**config.mk**
```make
export PLATFORM = sky130hd
export DESIGN_NAME = cookie_scoreboard
export DESIGN_NICKNAME = d
export VERILOG_FILES = /design/src/rtl/cookie_scoreboard.sv
export SDC_FILE = /design/constraint.sdc
export NUM_CORES = 1
export LEC_CHECK = 0
export CAP_MARGIN = 0
export CORE_MARGIN = 2
export CORE_UTILIZATION = 35
export DETAILED_ROUTE_END_ITERATION = 8
export GPL_TIMING_DRIVEN = 1
export MAX_ROUTING_LAYER = met4
export SLEW_MARGIN = 20
export SYNTH_ARGS = -nofsm -noshare
export SYNTH_HDL_FRONTEND = slang
export SYNTH_SLANG_ARGS = --single-unit
```
**constraint.sdc**
```tcl
create_clock -name Clk -period 13.8 [get_ports Clk]
set_input_delay 2.76 -clock Clk [delete_from_list [all_inputs] [get_ports Clk]]
set_output_delay 2.76 -clock Clk [all_outputs]
set_load 0.1 [all_outputs]
```
**src/rtl/cookie_scoreboard.sv**
```systemverilog
// PacMan cookie scoreboard: counts eaten cookies, tracks score and remaining count, and sequences level clear/respawn.
// Optional power-cookie scoring and power mode are compiled in with `define POWER_COOKIE_EN.
module cookie_scoreboard #(
  parameter int                     NUM_COOKIES  = 64,
  parameter int                     POINTS       = 10,
  parameter int                     CLEAR_FRAMES = 120,
  parameter logic [NUM_COOKIES-1:0] POWER_MASK   = '0,
  parameter int                     POWER_POINTS = 50,
  parameter int                     POWER_FRAMES = 360
) (
  input  logic                                 Clk,
  input  logic                                 Reset,
  input  logic [NUM_COOKIES-1:0]               Not_ate,
  input  logic                                 Frame_tick,
  output logic [15:0]                          Score,
  output logic [$clog2(NUM_COOKIES+1)-1:0]     Remaining,
  output logic [3:0]                           Level,
  output logic                                 Level_clear,
  output logic                                 Cookie_reset,
  output logic                                 Power_mode
);

  localparam int RW = $clog2(NUM_COOKIES + 1);
  localparam int CW = $clog2(CLEAR_FRAMES + 2);

  typedef enum logic [1:0] {LOAD, PLAY, CLEAR_HOLD, RESPAWN} state_t;

  state_t                 state;
  logic                   load_cnt;
  logic [NUM_COOKIES-1:0] prev;
  logic [CW-1:0]          clr_cnt;

  logic [NUM_COOKIES-1:0] eaten;
  logic [RW-1:0]          n_tot;
  logic [RW-1:0]          n_pow;
  logic [31:0]            add;
  logic [RW-1:0]          rem_next;
  logic                   scoring;
  logic                   enter_clear;

  function automatic logic [RW-1:0] popcount(input logic [NUM_COOKIES-1:0] v);
    logic [RW-1:0] c;
    c = '0;
    for (int i = 0; i < NUM_COOKIES; i++) c = c + RW'(v[i]);
    return c;
  endfunction

  function automatic logic [15:0] sat16(input logic [15:0] base, input logic [31:0] inc);
    logic [32:0] sum;
    sum = {17'd0, base} + {1'b0, inc};
    return (sum[32:16] != '0) ? 16'hFFFF : sum[15:0];
  endfunction

  always_comb begin
    eaten       = prev & ~Not_ate;
    n_tot       = popcount(eaten);
    scoring     = (state == PLAY) && (Remaining != '0);
    enter_clear = (state == PLAY) && (Remaining == '0);
    rem_next    = (n_tot >= Remaining) ? '0 : Remaining - n_tot;
`ifdef POWER_COOKIE_EN
    n_pow = popcount(eaten & POWER_MASK);
    add   = 32'(n_tot - n_pow) * 32'(POINTS) + 32'(n_pow) * 32'(POWER_POINTS);
`else
    n_pow = '0;
    add   = 32'(n_tot) * 32'(POINTS);
`endif
  end

  // Level sequencer: settle, play, clear banner, one-cycle respawn
  always_ff @(posedge Clk) begin
    if (Reset) begin
      state        <= LOAD;
      load_cnt     <= 1'b0;
      prev         <= '1;
      clr_cnt      <= '0;
      Score        <= '0;
      Remaining    <= '0;
      Level        <= 4'd1;
      Level_clear  <= 1'b0;
      Cookie_reset <= 1'b0;
    end else begin
      Cookie_reset <= 1'b0;
      case (state)
        LOAD: begin
          if (load_cnt) begin
            Remaining <= popcount(Not_ate);
            prev      <= Not_ate;
            load_cnt  <= 1'b0;
            state     <= PLAY;
          end else begin
            load_cnt <= 1'b1;
          end
        end
        PLAY: begin
          prev <= Not_ate;
          if (enter_clear) begin
            Level_clear <= 1'b1;
            clr_cnt     <= '0;
            state       <= CLEAR_HOLD;
          end else begin
            Score     <= sat16(Score, add);
            Remaining <= rem_next;
          end
        end
        CLEAR_HOLD: begin
          if ((32'(clr_cnt) + 32'(Frame_tick)) >= 32'(CLEAR_FRAMES)) begin
            Level_clear  <= 1'b0;
            Cookie_reset <= 1'b1;
            state        <= RESPAWN;
          end else begin
            clr_cnt <= clr_cnt + CW'(Frame_tick);
          end
        end
        RESPAWN: begin
          if (Level != 4'd15) Level <= Level + 4'd1;
          load_cnt <= 1'b0;
          state    <= LOAD;
        end
        default: state <= LOAD;
      endcase
    end
  end

`ifdef POWER_COOKIE_EN
  localparam int PW = $clog2(POWER_FRAMES + 2);
  logic [PW-1:0] pwr_cnt;

  // A fresh power cookie always restarts the full period, even on a tick cycle
  always_ff @(posedge Clk) begin
    if (Reset) begin
      Power_mode <= 1'b0;
      pwr_cnt    <= '0;
    end else if (enter_clear) begin
      Power_mode <= 1'b0;
      pwr_cnt    <= '0;
    end else if (scoring && (n_pow != '0)) begin
      Power_mode <= (POWER_FRAMES != 0);
      pwr_cnt    <= PW'(POWER_FRAMES);
    end else if (Power_mode && Frame_tick) begin
      pwr_cnt <= pwr_cnt - PW'(1);
      if (pwr_cnt == PW'(1)) Power_mode <= 1'b0;
    end
  end
`else
  logic unused_power_cfg;
  assign unused_power_cfg = ^{POWER_MASK, 32'(POWER_POINTS), 32'(POWER_FRAMES), n_pow};
  assign Power_mode = 1'b0;
`endif

endmodule

```
Yosys cells after proc, flatten, opt, wreduce, memory -nomap -nowiden. Cells that the tools add are included.

Register bits: 103. Input port bits: 67. Output and inout port bits: 30. Word-level logic and storage cells: 191.

$add $sub $neg: 131. Multiply operators: 1. Order comparisons: 2. Eq/ne operators: 9. Muxes and demuxes: 20. Bitwise gates (word level): 4. Reduce and logical (&&, ||, !) cells: 15.

Operators with widths (count): $add A7 B1 Y7 (115); $pmux W64 S2 (1); $and A64 B64 Y64 (1); $mux W64 (1); $not A64 Y64 (1); $mux W7 (5); $pmux W7 S2 (2); $add A16 B11 Y17 (1); $reduce_bool A17 Y1 (1); $mux W16 (1); $add A6 B1 Y7 (2); $add A5 B1 Y6 (2); $reduce_and A3 Y1 (4); $add A4 B1 Y5 (2); $mul A7 B3 Y10 const B (1); $ne A2 B2 Y1 const B (5); $add A3 B1 Y4 (2); $add A7 B1 Y8 (1); $ge A8 B7 Y1 const B (1); $pmux W2 S4 (1); $ge A7 B7 Y1 (1); $logic_not A7 Y1 (1); $sub A7 B7 Y7 (1); $add A2 B1 Y3 (2); other kinds (14) (27).

Logic depth before layout (Yosys ltp).
Depth in word-level cells: 69. Gate-level depth with buffers: 35. Depth with buffers taken out: 35.

Least setup slack after synthesis. No wires, ideal clock.

Kind: input to register. Start: in Not_ate[17]. End: reg Score[1]. Library setup time: 0.128 ns. Data arrival time: 10.839 ns. Data required time: 13.672 ns. Path slack: 2.833 ns. Stages: 33. Buffers on the path: 1. Cells stage by stage: nand2b_1 fa_1 inv_1 fa_1 fa_1 inv_1 fa_1 fa_1 fa_1 fa_1 fa_1 inv_1 ha_1 inv_1 fa_1 nand2b_1 o2bb2ai_1 xor2_2 xnor2_1 ha_1 a21o_1 a21oi_1 o21bai_1 a21oi_1 xor2_1 ha_1 or2_2 a21oi_1 a21oi_1 nand2_1 o21a_1 clkbuf_1 a21oi_1.

Word-level cells in the longest chain between the ends: 53.

Ends and longest elaborated chain: start: declaration (RTL line 13) `input logic [NUM_COOKIES-1:0] Not_ate,`; $not A64 Y64 (*) (RTL line 55) `eaten = prev & ~Not_ate;`; $and A64 B64 Y64 (*) (RTL line 55); $add A7 B1 Y7 (*) (47 in series) (RTL line 44) `for (int i = 0; i < NUM_COOKIES; i++) c = c + RW'(v[i]);`; $mul A7 B3 Y10 (*) (RTL line 65) `add = 32'(n_tot) * 32'(POINTS);`; $add A16 B11 Y17 (*) (RTL line 50) `sum = {17'd0, base} + {1'b0, inc};`; $reduce_bool A17 Y1 (RTL line 51) `return (sum[32:16] != '0) ? 16'hFFFF : sum[15:0];`; $mux W16 (*) (RTL line 51); end signal: assignment (RTL line 101) `Score <= sat16(Score, add);`; end: declaration (RTL line 15) `output logic [15:0] Score,`.

Every way passes the cells marked *; elsewhere a longest branch is shown, timed or not. A chain may end at the register's enable or synchronous reset.

Final worst setup path.
Start: in Not_ate[0]. End: reg Score[11].

Word-level cells in the longest chain between the ends: 69.

Ends and longest elaborated chain (RTL line): $not A64 Y64 (*) (55); $and A64 B64 Y64 (*) (55); $add A1 B1 Y2 (*) (44); $add A2 B1 Y3 (*) (44); $add A3 B1 Y4 (*) (44); $add A4 B1 Y5 (*) (44); $add A5 B1 Y6 (*) (44); $add A6 B1 Y7 (*) (44); $add A7 B1 Y7 (*) (57 in series) (44); $mul A7 B3 Y10 (*) (65); $add A16 B11 Y17 (*) (50); $reduce_bool A17 Y1 (51); $mux W16 (*) (51).

Marks and branches as above.

==> results.sh <==
export IMPL_cts_tree="built"
export IMPL_synth_seq_area_share_pct=24.1
export IMPL_clockRootBuffer="sky130_fd_sc_hd__clkbuf_16"
export IMPL_timing_max_slew_rel_slack_pct=33.3
export IMPL_detailedPlacementHpwl_um=14400
export IMPL_path_common_cell="sky130_fd_sc_hd__fa_1"
export IMPL_synth_largest_area_cell="sky130_fd_sc_hd__fa_1"
export IMPL_cts_inserted_buffers=9
export IMPL_number_of_buffers_and_inverters_on_the_critical_path=4
export IMPL_finalSetupViolations=0
export IMPL_finalHoldWorstSlack_ps=459
export IMPL_routed_wl_um=18300
export IMPL_cts_resized_gates=0
export IMPL_detail_route_vias_per_cell=4.62
export IMPL_synthArstFlopShare_pct=0
export IMPL_drive_above_1_share_pct=3.90
export IMPL_ys_types=60
export IMPL_number_of_cells_in_the_finished_layout_apart_from_fillers=1323
export IMPL_timing_critical_path_to_type="flop"
export IMPL_remaining_drc_errors=0
export IMPL_timing_worst_slew_pin_value_ps=997
export IMPL_finish_net_count=1231
export IMPL_boundaryPins=97
export IMPL_max_clock_freq_mhz=86.1
export IMPL_outcome="completed"
export IMPL_final_cycle_share_pct=84.1
export IMPL_synth_top_area_share_pct=26.0
export IMPL_fp_dieH_um=160
export IMPL_number_of_synthesis_warnings=0
export IMPL_num_fill_cells=2394
export IMPL_grt_overflow_total=0
export IMPL_cts_path_max_buffers=2
export IMPL_number_of_global_route_vias_before_repair=6186
export IMPL_detail_route_iter0_violations=284
export IMPL_hp_class="flop to flop"
export IMPL_cts_num_sinks=103
export IMPL_core_region_area_sq_mm=0.0241
export IMPL_gp_congestion=0.862
export IMPL_crit_arrival_ps=11900
export IMPL_firstDrtPassIters=4
export IMPL_maxCapViolCount=0
export IMPL_postCtsSetupBuffers=0
export IMPL_setup_tns_ps=0
export IMPL_slowest_stage="sky130_fd_sc_hd__fa_1"
export IMPL_timing_clock_skew_ps=10.7
export IMPL_grt_first_pass_wirelength_um=30800
export IMPL_grt_antenna_before_repair=0
export IMPL_diode_count=0
export IMPL_peak_fanout_along_the_critical_path=9
export IMPL_setup_repair_after_global_routing_missed_its_margin="no"
export IMPL_cts_clk_slew_worst_paths_ps=80
export IMPL_ctsHoldBuffers=0
export IMPL_ys_dominant_reg_cell="sky130_fd_sc_hd__dfxtp_1"
export IMPL_leading_post_synthesis_cells_by_cell_area="sky130_fd_sc_hd__fa_1, sky130_fd_sc_hd__dfxtp_1, sky130_fd_sc_hd__ha_1"
export IMPL_detail_route_antenna_nets=0
export IMPL_multi_input_area_sq_mm=0.00577
export IMPL_htreeDepth=3
export IMPL_crit_required_ps=14090
export IMPL_fp_rows=57
export IMPL_portBuffers=95
export IMPL_synthesis_instances=915
export IMPL_synth_most_common_cell="sky130_fd_sc_hd__inv_1"
export IMPL_start_kind="input port"
export IMPL_routed_via_count=6108
export IMPL_synth_top_cells_by_count="sky130_fd_sc_hd__inv_1, sky130_fd_sc_hd__fa_1, sky130_fd_sc_hd__dfxtp_1, sky130_fd_sc_hd__nand2_1, sky130_fd_sc_hd__ha_1"
export IMPL_fin_crit_ps=11610
export IMPL_fp_dieW_um=160
export IMPL_crit_family="adder cells"
export IMPL_groute_usage_overall_pct=15.3
export IMPL_postSynthAreaPerCell_sq_um=9.34
export IMPL_final_seq_area_sq_mm=0.00206
export IMPL_crit_path_max_incr_delay_ps=540
export IMPL_maximum_number_of_pins_on_one_net_before_global_route_repair=67
export IMPL_number_of_synthesized_flops_with_an_enable_pin=0
export IMPL_die_area_sq_mm=0.0257
export IMPL_slew_violations=0
export IMPL_synth_seq_cells=103
export IMPL_average_wire_per_cell_in_the_routed_design_um=13.8
export IMPL_synthesis_area_sq_mm=0.00854
export IMPL_syn2layout_area_growth_pct=19.1
export IMPL_synthesized_nets=1152
export IMPL_worstSkewPairLatency_ps=360
export IMPL_setup_worst_path_class="input port to flop"
export IMPL_hold_violations=0
export IMPL_initial_core_util_pct=35.4
export IMPL_numPlacedInstances=1307
## path summary, 6_finish.rpt
check / from / end / slack [ps] / cells after the start
max: Not_ate[0] / Score[11]$_SDFFE_PP0P_ / 2190 / 32
min: Score[0]$_SDFFE_PP0P_ / Score[0]$_SDFFE_PP0P_ / 460 / 2
max reg2reg: prev[0]$_SDFFE_PP1P_ / Score[11]$_SDFFE_PP0P_ / 4740 / 31
min reg2reg: Score[0]$_SDFFE_PP0P_ / Score[0]$_SDFFE_PP0P_ / 460 / 2
## area by class of cell
type                    count  share of cell area (%)
clock buffers              10                    2.35
well taps                 324                    3.98
clock inverters             6                    1.38
flip-flops and latches    103                    20.3
inverters                 152                    5.61
repair buffers            100                    9.71
multi-input cells         628                    56.7
## layer usage
layer	global-route usage, %	share of wire (%)	vias to the layer above	routed length (um)
met5	-	0	-	0
li1	-	-	3107	-
met3	2.23	2.6	16	474
met2	23.3	45	85	8260
met1	21.3	51	2900	9310
met4	4.05	1.3	0	244
## registers in the layout (all words and copies together) (netlist names)
register,cells
Score,16
Cookie_reset,1
Level,4
Remaining,7
state,2
Level_clear,1
load_cnt,1
prev,64
clr_cnt,7
## worst register-to-register path, delay by kind of cell (launching register included)
family	cells	cell delay, ps
AOI/OAI and AO/OA	6	1080
xor gates and xnor gates	3	680
adders and majority gates	12	5470
buffers and inverters	3	200
DFF	1	320
and+or+nand+nor	7	1240
## layout by cell type, fill, tap and decap left out, types with 4 or more instances in the layout
master / instances
sky130_fd_sc_hd__nand2_1: 103
sky130_fd_sc_hd__clkdlybuf4s50_1: 95
sky130_fd_sc_hd__nor2b_1: 35
sky130_fd_sc_hd__o211ai_1: 33
sky130_fd_sc_hd__inv_1: 151
sky130_fd_sc_hd__buf_4: 5
sky130_fd_sc_hd__a221oi_1: 4
sky130_fd_sc_hd__nand3_1: 12
sky130_fd_sc_hd__ha_1: 59
sky130_fd_sc_hd__a21oi_1: 48
sky130_fd_sc_hd__a21o_1: 8
sky130_fd_sc_hd__o21ai_0: 32
sky130_fd_sc_hd__mux2i_1: 34
sky130_fd_sc_hd__and3_1: 7
sky130_fd_sc_hd__xor2_1: 11
sky130_fd_sc_hd__dfxtp_1: 103
sky130_fd_sc_hd__a31oi_1: 7
sky130_fd_sc_hd__nand2b_1: 15
sky130_fd_sc_hd__bufinv_16: 4
sky130_fd_sc_hd__xnor2_1: 18
sky130_fd_sc_hd__clkbuf_16: 9
sky130_fd_sc_hd__nor3_1: 9
sky130_fd_sc_hd__nor2_1: 32
sky130_fd_sc_hd__fa_1: 111
## metrics by stage
step,area (sq um),setup WS [ps],util (%)
2_1_floorplan,8540,2830,-
3_3_place_gp,9800,1910,40.6
3_5_place_dp,9800,1810,40.6
4_1_cts,10200,2130,42.2
5_1_grt,10200,1580,42.2
6_report,10200,2190,42.2
## cell families (layout without fill, tap and decap cells)
group                      count (synthesis)  after routing  synth area share [%]
AOI/OAI and AO/OA                        153            153                  11.5
xor gates and xnor gates                  30             30                  3.16
adders and majority gates                173            173                  35.0
buffers and inverters                    184            268                  8.45
DFF                                      103            103                  24.1
muxes                                     35             35                  4.10
other                                      1              1                0.0439
and+or+nand+nor                          236            236                  13.6
Power is not shown: default switching activity piles up to over one toggle a cycle in this logic, so the estimate is an artifact.
